--- config.mk ---
export PLATFORM = sky130hd
export DESIGN_NAME = scaler_chain
export DESIGN_NICKNAME = d
export VERILOG_FILES = /design/src/rtl/scaler_chain.sv
export SDC_FILE = /design/constraint.sdc
export NUM_CORES = 1
export LEC_CHECK = 0
export BUFFER_PORTS_ARGS = -buffer_cell sky130_fd_sc_hd__buf_2
export CORE_MARGIN = 2
export CORE_UTILIZATION = 44
export DETAILED_ROUTE_END_ITERATION = 12
export MAX_ROUTING_LAYER = met4
export PLACE_DENSITY_LB_ADDON = 0.05
export SLEW_MARGIN = 5
export SYNTH_ARGS = -nofsm -noshare
export SYNTH_HDL_FRONTEND = slang
export SYNTH_SLANG_ARGS = --single-unit
--- constraint.sdc ---
create_clock -name SIM_CLK -period 1.92 [get_ports SIM_CLK]
set_input_delay 0.192 -clock SIM_CLK [delete_from_list [all_inputs] [get_ports SIM_CLK]]
set_output_delay 0.192 -clock SIM_CLK [all_outputs]
set_load 0.01 [all_outputs]
--- src/rtl/scaler_chain.sv ---
// Binary divider chain extending the timer's FS01 square wave into FS02..FS(NST+1),
// with per-stage rise/fall strobes, wrap strobe and a coherent snapshot register.
module scaler_chain #(
  parameter int NST = 32
) (
  input  logic           SIM_CLK,
  input  logic           SIM_RST,
  input  logic           FS01,
  input  logic           SCAEN,
  input  logic           SCACLR,
  input  logic           RDSCL,
  output logic [NST-1:0] FS,
  output logic [NST-1:0] FA,
  output logic [NST-1:0] FB,
  output logic           SCLOVF,
  output logic [NST-1:0] SNAP,
  output logic           SNAPVLD
);

  localparam logic [NST-1:0] CNT_ZERO = {NST{1'b0}};
  localparam logic [NST-1:0] CNT_ONE  = {{(NST-1){1'b0}}, 1'b1};

  logic           fs01_q;
  logic [NST-1:0] cnt;
  logic [NST-1:0] cnt_d;
  logic           ovf_q;
  logic [NST-1:0] snap;
  logic           vld_q;

  logic           fall;
  logic           inc;

  // FS01 falling edge qualified by the count enable
  always_comb begin
    fall = fs01_q & ~FS01;
    inc  = SCAEN & fall;
  end

  // Input sampler, divider chain, delayed copy and wrap flag
  always_ff @(posedge SIM_CLK) begin
    if (SIM_RST) begin
      fs01_q <= 1'b0;
      cnt    <= CNT_ZERO;
      cnt_d  <= CNT_ZERO;
      ovf_q  <= 1'b0;
    end else begin
      fs01_q <= FS01;
      if (SCACLR) begin
        // Clearing both copies keeps the strobes quiet on a restart
        cnt   <= CNT_ZERO;
        cnt_d <= CNT_ZERO;
        ovf_q <= 1'b0;
      end else if (inc) begin
        cnt   <= cnt + CNT_ONE;
        cnt_d <= cnt;
        ovf_q <= &cnt;
      end else begin
        cnt   <= cnt;
        cnt_d <= cnt;
        ovf_q <= 1'b0;
      end
    end
  end

  // Snapshot captures the pre-update chain value in one register
  always_ff @(posedge SIM_CLK) begin
    if (SIM_RST) begin
      snap  <= CNT_ZERO;
      vld_q <= 1'b0;
    end else if (RDSCL) begin
      snap  <= cnt;
      vld_q <= 1'b1;
    end else begin
      snap  <= snap;
      vld_q <= 1'b0;
    end
  end

  // Outputs derive only from registers
  always_comb begin
    FS      = cnt;
    FA      = cnt & ~cnt_d;
    FB      = ~cnt & cnt_d;
    SCLOVF  = ovf_q;
    SNAP    = snap;
    SNAPVLD = vld_q;
  end

endmodule

After elaboration in Yosys (flattened, before gate mapping):

Index checks and enable logic that the tools add are counted.

* $add $sub $neg: 1
* multiplexer cells: 1
* bitwise gates (word level): 8
* reductions and logical operators: 3

Operator list (count)
* $and A32 B32 Y32: 2
* $not A32 Y32: 2
* $add A32 B1 Y32 const B: 1
* $reduce_and A32 Y1: 1
* $reduce_or A3 Y1: 1
* $and A1 B1 Y1: 2
* $not A1 Y1: 2
* $reduce_or A2 Y1: 1
* $mux W1: 1

* bits in registers: 99
* output and inout bits: 130

Longest topological paths before layout:

Gate-level depths: netlist of run 1.

* word-level depth: 5
* depth in mapped cells: 7
* gate-level depth less buffers: 5

Worst setup path before layout of run 1:

No wires, ideal clock.

* path type: register -> register
* start: reg cnt[0], in the netlist FS[0]
* end: reg cnt[28], in the netlist FS[28]
* setup time: 70 ps
* arrival: 1980 ps
* slack: -130 ps
* cell stages (with the launch flop): 7
* path buffers: 1
* cells stage by stage: dfxtp_1 > ha_1 > nand4b_1 > or4_1 > clkbuf_1 > or4_1 > a21oi_1

* cells in the longest elaborated chain, start to end: 1

Ends and longest elaborated chain
* start, declared: line 24 `logic [NST-1:0] cnt;`
* start signal, assigned: line 54 `cnt <= cnt + CNT_ONE;`
* start signal, assigned: line 58 `cnt <= cnt;`
* $add A32 B1 Y32: line 54

No other way between the ends.
A chain may end at the register's enable or synchronous reset.

Worst setup path after layout of run 1:

* start: reg cnt[1], in the netlist FS[1]
* end: reg cnt[22], in the netlist FS[22]

Same word-level chain as after synthesis.

==> metrics.csv, run 1 <==
stage;metric;value;unit
clock_tree;CTS H-tree depth;3;
critical_path;CP Cell Sequence;ha_4, nand4b_1, or4_4, nor3_4, mux2_4;
clock_tree;clk sinks;99;
sta;RSZ-0062 raised after global routing;true;
global_routing;first-pass GRT wire length;15800;microns
yosys;post-synthesis cell area;4040;sq um
finish;antenna cells;0;
critical_path;CP delay by family, top;simple AND/OR/NAND/NOR gates;
floorplan;Core Rows;34;
critical_path;worst setup path startpoint;FS[1];
power;Internal;0.00280;W
detailed_routing;post-route ant nets;0;
yosys;Post-synth ARST share;0;
worst_hold_path;depth of the worst hold-timing path;2;
yosys;Ys Warns;0;
floorplan;Initial Util;0.459;
yosys;Syn Nets;443;
placement;HPWL after DPL;7020;microns
clock_tree;CTS root buf;clkbuf_8;
clock_tree;CTS Buf Count;9;
power;switching share of total power;0.214;
critical_path;CP Launch Type;flop;
power;Gate power share;0.027;
floorplan;die area;9970;sq um
sta;Worst Tran Pin Value;504;ps
detailed_routing;WL/cell;14.0;microns
clock_tree;Clk pin slew, worst setup/hold paths;100;ps
worst_hold_path;hold path start;FS01;
detailed_routing;routed vias/inst;4.88;
critical_path;slowest cell on the critical path;or4_4;
finish;Syn-to-layout area delta;33.3;%
power;Tot Pwr;0.00356;W
floorplan;Core Region;8810;sq um
sta;Slew Limit Headroom;0.664;
yosys;Mapped Cells;436;
critical_path;worst reg2reg endpoint;FS[22];
floorplan;die extent in x;99.9;microns
detailed_routing;via count;3446;
sta;Tmin final;1920;ps
yosys;number of flops mapped to enable cells by yosys;0;
critical_path;WP data required;2170;ps
floorplan;io pins;136;
job;Max Cap Viol;0;
sta;final setup fails;1;
critical_path;kind of critical path;flop to flop;
clock_tree;CTS tree;done;
sta;final worst slack;-0.676;ps
sta;final max-slew violation count;0;
global_routing;initial antenna violation count;0;
worst_hold_path;Worst Hold Path EP;fs01_q;
detailed_routing;met1 WL;4410;microns
power;part of the power in registers;0.577;
power;clock network power share;0.396;
sta;Tcrit/Tclk final;1.00;
detailed_routing;total routed wirelength;9870;microns
critical_path;CP Buf/Inv Count;0;
clock_tree;Max Root-Sink Buffers;2;
yosys;Seq/Total Area, Yosys;0.490;
finish;nets;601;
power;leakage power figure;2.74;nW
placement;# port buffers;135;
finish;share of cells above drive strength 1;0.378;
critical_path;FF-to-FF setup slack;-0.7;ps
placement;GP Congestion;0.875;
yosys;Yosys reg bits;99;
detailed_routing;uppermost routed layer;met4;
global_routing;vias in the first global route;3311;
sta;hold_ws;119;ps
clock_tree;worst skew pair latency;360;ps
critical_path;Reg-to-Reg Start;FS[1];
critical_path;critical path arrival;2170;ps
sta;Max Clk Rate;521;MHz
detailed_routing;First-pass DRT Iterations;4;
yosys;Yosys cell types;36;
power;Max rail drop VDD;0.393;mV
yosys;Top FF cell, synth;dfxtp_1;
global_routing;largest net degree at the start of global routing;35;
status;failing checks;setup timing;
floorplan;die height;99.9;microns
status;run status;finished, violations left;
yosys;Avg Cell Area, Syn;9.27;sq um
global_routing;Total Routing Usage GR;0.204;
detailed_routing;routed wl met3;423;microns
detailed_routing;Post-route DRC;0;
power;switching power;0.000763;W
critical_path;crit-path max FO;8;
critical_path;Worst path max stage delay;650;ps
global_routing;total grt overflow;0;
critical_path;Reg2Reg Depth;5;
detailed_routing;iteration-0 DRC count of the detailed router;114;
sta;Fin. Hold Viols;0;
critical_path;Worst setup EP type;flop;
worst_hold_path;worst hold-check path type;input port to flop;
power;Pwr Density;660;nW/um^2
detailed_routing;met2 wire len;4930;microns
sta;clk_skew;11.8;ps
registers in the layout, summed over array words and instances (netlist names):
| register | count |
|---|---|
| FS | 32 |
| SCLOVF | 1 |
| SNAP | 32 |
| SNAPVLD | 1 |
| cnt_d | 32 |
| fs01_q | 1 |
cells in the mapped netlist (all sizes together) (3+ instances only):
cell type  number  share of area
o31ai           3         0.0056
mux2i          32          0.079
a21oi           7         0.0087
nand4           8          0.015
xor2            5          0.011
nor4            3         0.0046
mux2           11          0.031
or4            11          0.020
clkbuf         20          0.019
buf            11          0.014
o21ai           6         0.0074
xnor2           6          0.013
nor2           61          0.057
dfxtp          99           0.49
and2           28          0.043
nor3           12          0.015
nor2b          62          0.096
nand3          13          0.016
inv             4         0.0037
or3             5         0.0077
and4            5          0.011
nand2          15          0.014
layout make-up:
cell class | instances | area, sq um
Multi-Input combinational cell | 302 | 2020
Fill cell | 775 | 3420
Clock inverter | 3 | 45.0
Inverter | 4 | 15.0
Timing Repair Buffer | 178 | 1010
Sequential cell | 99 | 1990
Clock buffer | 12 | 166
Tap cell | 108 | 135
placed cells by master, fill, tap and decap left out, types with 4 or more instances in the layout:
cell	instances
nor2_1	60
nor2b_1	62
clkbuf_8	10
buf_4	41
mux2_2	6
xor2_1	5
a21oi_1	7
xnor2_1	6
dfxtp_2	4
mux2i_1	32
nand3_1	13
buf_2	135
or4_4	5
nor3_2	9
o21ai_0	6
dfxtp_1	93
and2_1	28
or4_1	6
mux2_1	4
nand4_1	6
or3_1	5
nand2_1	15
and4_1	5
logic make-up (layout without fill, tap and decap cells):
kind of cell	after synthesis	after routing	synth area share
compound gates	16	16	0.0217
mux	43	43	0.110
xor+xnor	11	11	0.0238
buf+inv	35	197	0.0362
simple gates	231	231	0.315
flops	99	99	0.490
fa+ha+maj	1	1	0.00309
metrics by stage:
stage	cells	setup TNS, ps	utilization	setup slack, ps	cell area [sq um]
after global routing	706	-168	0.612	-92.5	5390
after CTS	706	-4.65	0.601	-3.01	5300
after floorplan	436	0	-	4.44	4080
final	706	-0.676	0.612	-0.676	5390
after detailed placement	691	-169	0.576	-62.1	5070
after global placement	691	-16.8	0.576	-10.6	5070
power groups by stage:
stage | logic (W) | registers, W | clock network [W]
floorplan | 0.0000634 | 0.00210 | 0
global placement | 0.0000963 | 0.00210 | 0
detailed placement | 0.0000981 | 0.00210 | 0
CTS | 0.0000986 | 0.00205 | 0.00143
global route | 0.000105 | 0.00205 | 0.00150
finish | 0.0000962 | 0.00205 | 0.00141
how the worst max path moves through the flow:
| stage | end | slack, ps | cells after the start |
|---|---|---|---|
| after floorplan | FS[21] | 4 | 6 |
| after global placement | FS[22] | -10 | 5 |
| after detailed placement | FS[20] | -60 | 5 |
| after CTS | FS[20] | -3 | 5 |
| after global routing | FS[22] | -90 | 5 |
| final | FS[22] | -0.7 | 5 |
worst reg2reg max path, cell delays in order, from the launching register on:
cell and delay (ps):
dfxtp_4 370, ha_4 120, nand4b_1 170, or4_4 650, nor3_4 200, mux2_4 310
routing by layer:
metal,GRT usage,up-vias
li1,-,1761
met3,0.0251,10
met2,0.344,83
met1,0.256,1592
met5,-,-
met4,0.0653,0
repair_timing:
action / 4_1_cts / 5_1_grt
pin swaps: 1 / 6
gates resized for setup: 3 / 18
buffers inserted: 0 / 0
endpoints found under the setup margin: 9 / 13
hold buffers: 0 / 0
No activity file was read; power rests on OpenSTA's default activity.
==> run 2, diff against run 1 <==
==> constraint.sdc (replaced) <==
create_clock -name SIM_CLK -period 2.3 [get_ports SIM_CLK]
set_input_delay 0.23 -clock SIM_CLK [delete_from_list [all_inputs] [get_ports SIM_CLK]]
set_output_delay 0.23 -clock SIM_CLK [all_outputs]
set_load 0.01 [all_outputs]
==> metrics.csv, run 2 (synthesized netlist as in run 1, its figures left out) <==
stage;metric;value;unit
status;run status;finished clean;
sta;Fin. Hold Viols;0;
floorplan;Core Rows;34;
clock_tree;CTS root buf;clkbuf_8;
detailed_routing;iteration-0 DRC count of the detailed router;148;
placement;DP Area;4910;sq um
global_routing;largest net degree at the start of global routing;36;
worst_hold_path;worst hold-check path type;input port to flop;
clock_tree;CTS tree;done;
power;Pwr Density;586;nW/um^2
critical_path;critical path arrival;2360;ps
job;Max Cap Viol;0;
floorplan;die height;99.9;microns
sta;Tmin final;2100;ps
critical_path;slowest cell on the critical path;or4_1;
sta;Slew Limit Headroom;0.545;
detailed_routing;routed vias/inst;5.01;
clock_tree;CTS Buf Count;9;
power;Max rail drop VDD;0.377;mV
sta;final max-slew violation count;0;
critical_path;Worst setup EP type;flop;
sta;Max Clk Rate;475;MHz
clock_tree;Clk pin slew, worst setup/hold paths;100;ps
clock_tree;Hold Buf Count CTS;0;
critical_path;CP Cell Sequence;ha_1, nand4b_1, or4_1, nor3_1, mux2_2;
floorplan;die extent in x;99.9;microns
sta;Sum Neg Setup Slack;0;ps
finish;antenna cells;0;
power;leakage power figure;2.61;nW
critical_path;CP Launch Type;flop;
critical_path;Worst path max stage delay;690;ps
global_routing;first-pass GRT wire length;15000;microns
finish;cell area after layout;5130;sq um
finish;fillcell total;797;
critical_path;WP data required;2560;ps
clock_tree;Setup Fix Bufs, Post-CTS;0;
clock_tree;CTS H-tree depth;3;
floorplan;Core Region;8810;sq um
finish;share of cells above drive strength 1;0.318;
sta;clk_skew;11.3;ps
finish;Syn-to-layout area delta;26.8;%
detailed_routing;via count;3439;
finish;area of the multi-input gates;1920;sq um
finish;Reg area;1980;sq um
critical_path;FF-to-FF setup slack;200;ps
finish;Final Core Density;0.582;
sta;final setup fails;0;
finish;most common cell after layout, fill and taps aside;buf_2;
placement;HPWL after DPL;6770;microns
floorplan;io pins;136;
clock_tree;Max Root-Sink Buffers;2;
global_routing;initial antenna violation count;0;
critical_path;crit-path max FO;10;
clock_tree;post-CTS resize count;0;
detailed_routing;post-route ant nets;0;
detailed_routing;total routed wirelength;9560;microns
sta;RSZ-0062 raised after global routing;false;
placement;# port buffers;135;
sta;Tcrit/Tclk final;0.914;
detailed_routing;First-pass DRT Iterations;4;
clock_tree;clk sinks;99;
finish;nets;581;
floorplan;Initial Util;0.459;
global_routing;vias in the first global route;3090;
global_routing;Total Routing Usage GR;0.195;
critical_path;kind of critical path;flop to flop;
floorplan;die area;9970;sq um
finish;commonest non-fill, non-tap cells in the layout;buf_2, dfxtp_1, nor2b_1;
placement;GP Congestion;0.769;
global_routing;total grt overflow;0;
detailed_routing;WL/cell;13.9;microns
clock_tree;worst skew pair latency;370;ps
detailed_routing;Post-route DRC;0;
sta;Worst Tran Pin Value;682;ps
-- run 2: cell count changes in the layout (fill, tap and decap cells not counted), moves of 2 or more --
cell and change:
dfxtp_2 -4, or4_4 -5, dfxtp_4 -2, nor3_1 +10
buf_4 -19, nor3_2 -9, dfxtp_1 +6, or4_1 +5
-- run 2: report_power, final --
group	switching (W)	leakage, nW	internal (W)	total [W]
clock	0.000574	0.102	0.000637	0.00121
combinational	0.0000507	1.71	0.0000269	0.0000776
sequential	0.00000127	0.797	0.00171	0.00172
total	0.000626	2.61	0.00238	0.00300
-- run 2: critical path: cells and delay by family, from the launching register on --
family / cells / cell delay (ps)
mux: 1 / 350
flops: 1 / 370
simple gates: 3 / 1090
fa+ha+maj: 1 / 190
-- run 2: path summary, 6_finish.rpt --
kind               start         to  cells past startpoint
hold reg to reg   FS[16]  cnt_d[16]                      2
setup / recovery   FS[0]     FS[22]                      5
hold / removal      FS01     fs01_q                      2
setup reg to reg   FS[0]     FS[22]                      5
-- run 2: layout make-up --
type | instances | area share
Clock buffer | 11 | 0.0276
Inverter | 4 | 0.00293
Timing Repair Buffer | 158 | 0.168
Tap cell | 108 | 0.0264
Clock inverter | 4 | 0.0146
Multi-Input combinational cell | 302 | 0.374
Sequential cell | 99 | 0.387
-- run 2: per-layer routing --
layer  track usage  part of all wire  up-vias
li1              -                 -     1732
met4        0.0738             0.019        0
met2         0.327              0.49       87
met3        0.0313             0.045       15
met1         0.238              0.44     1605
met5             -                 0        -
-- run 2: through the flow --
stage | hold slack [ps] | worst slack, ps | power, W | cells
CTS | 132 | 187 | 0.00303 | 686
detailed placement | 474 | 229 | 0.00183 | 671
finish | 135 | 197 | 0.00300 | 686
global placement | 468 | 282 | 0.00183 | 671
global route | 144 | 74.2 | 0.00311 | 686
floorplan | 358 | 250 | 0.00181 | 436
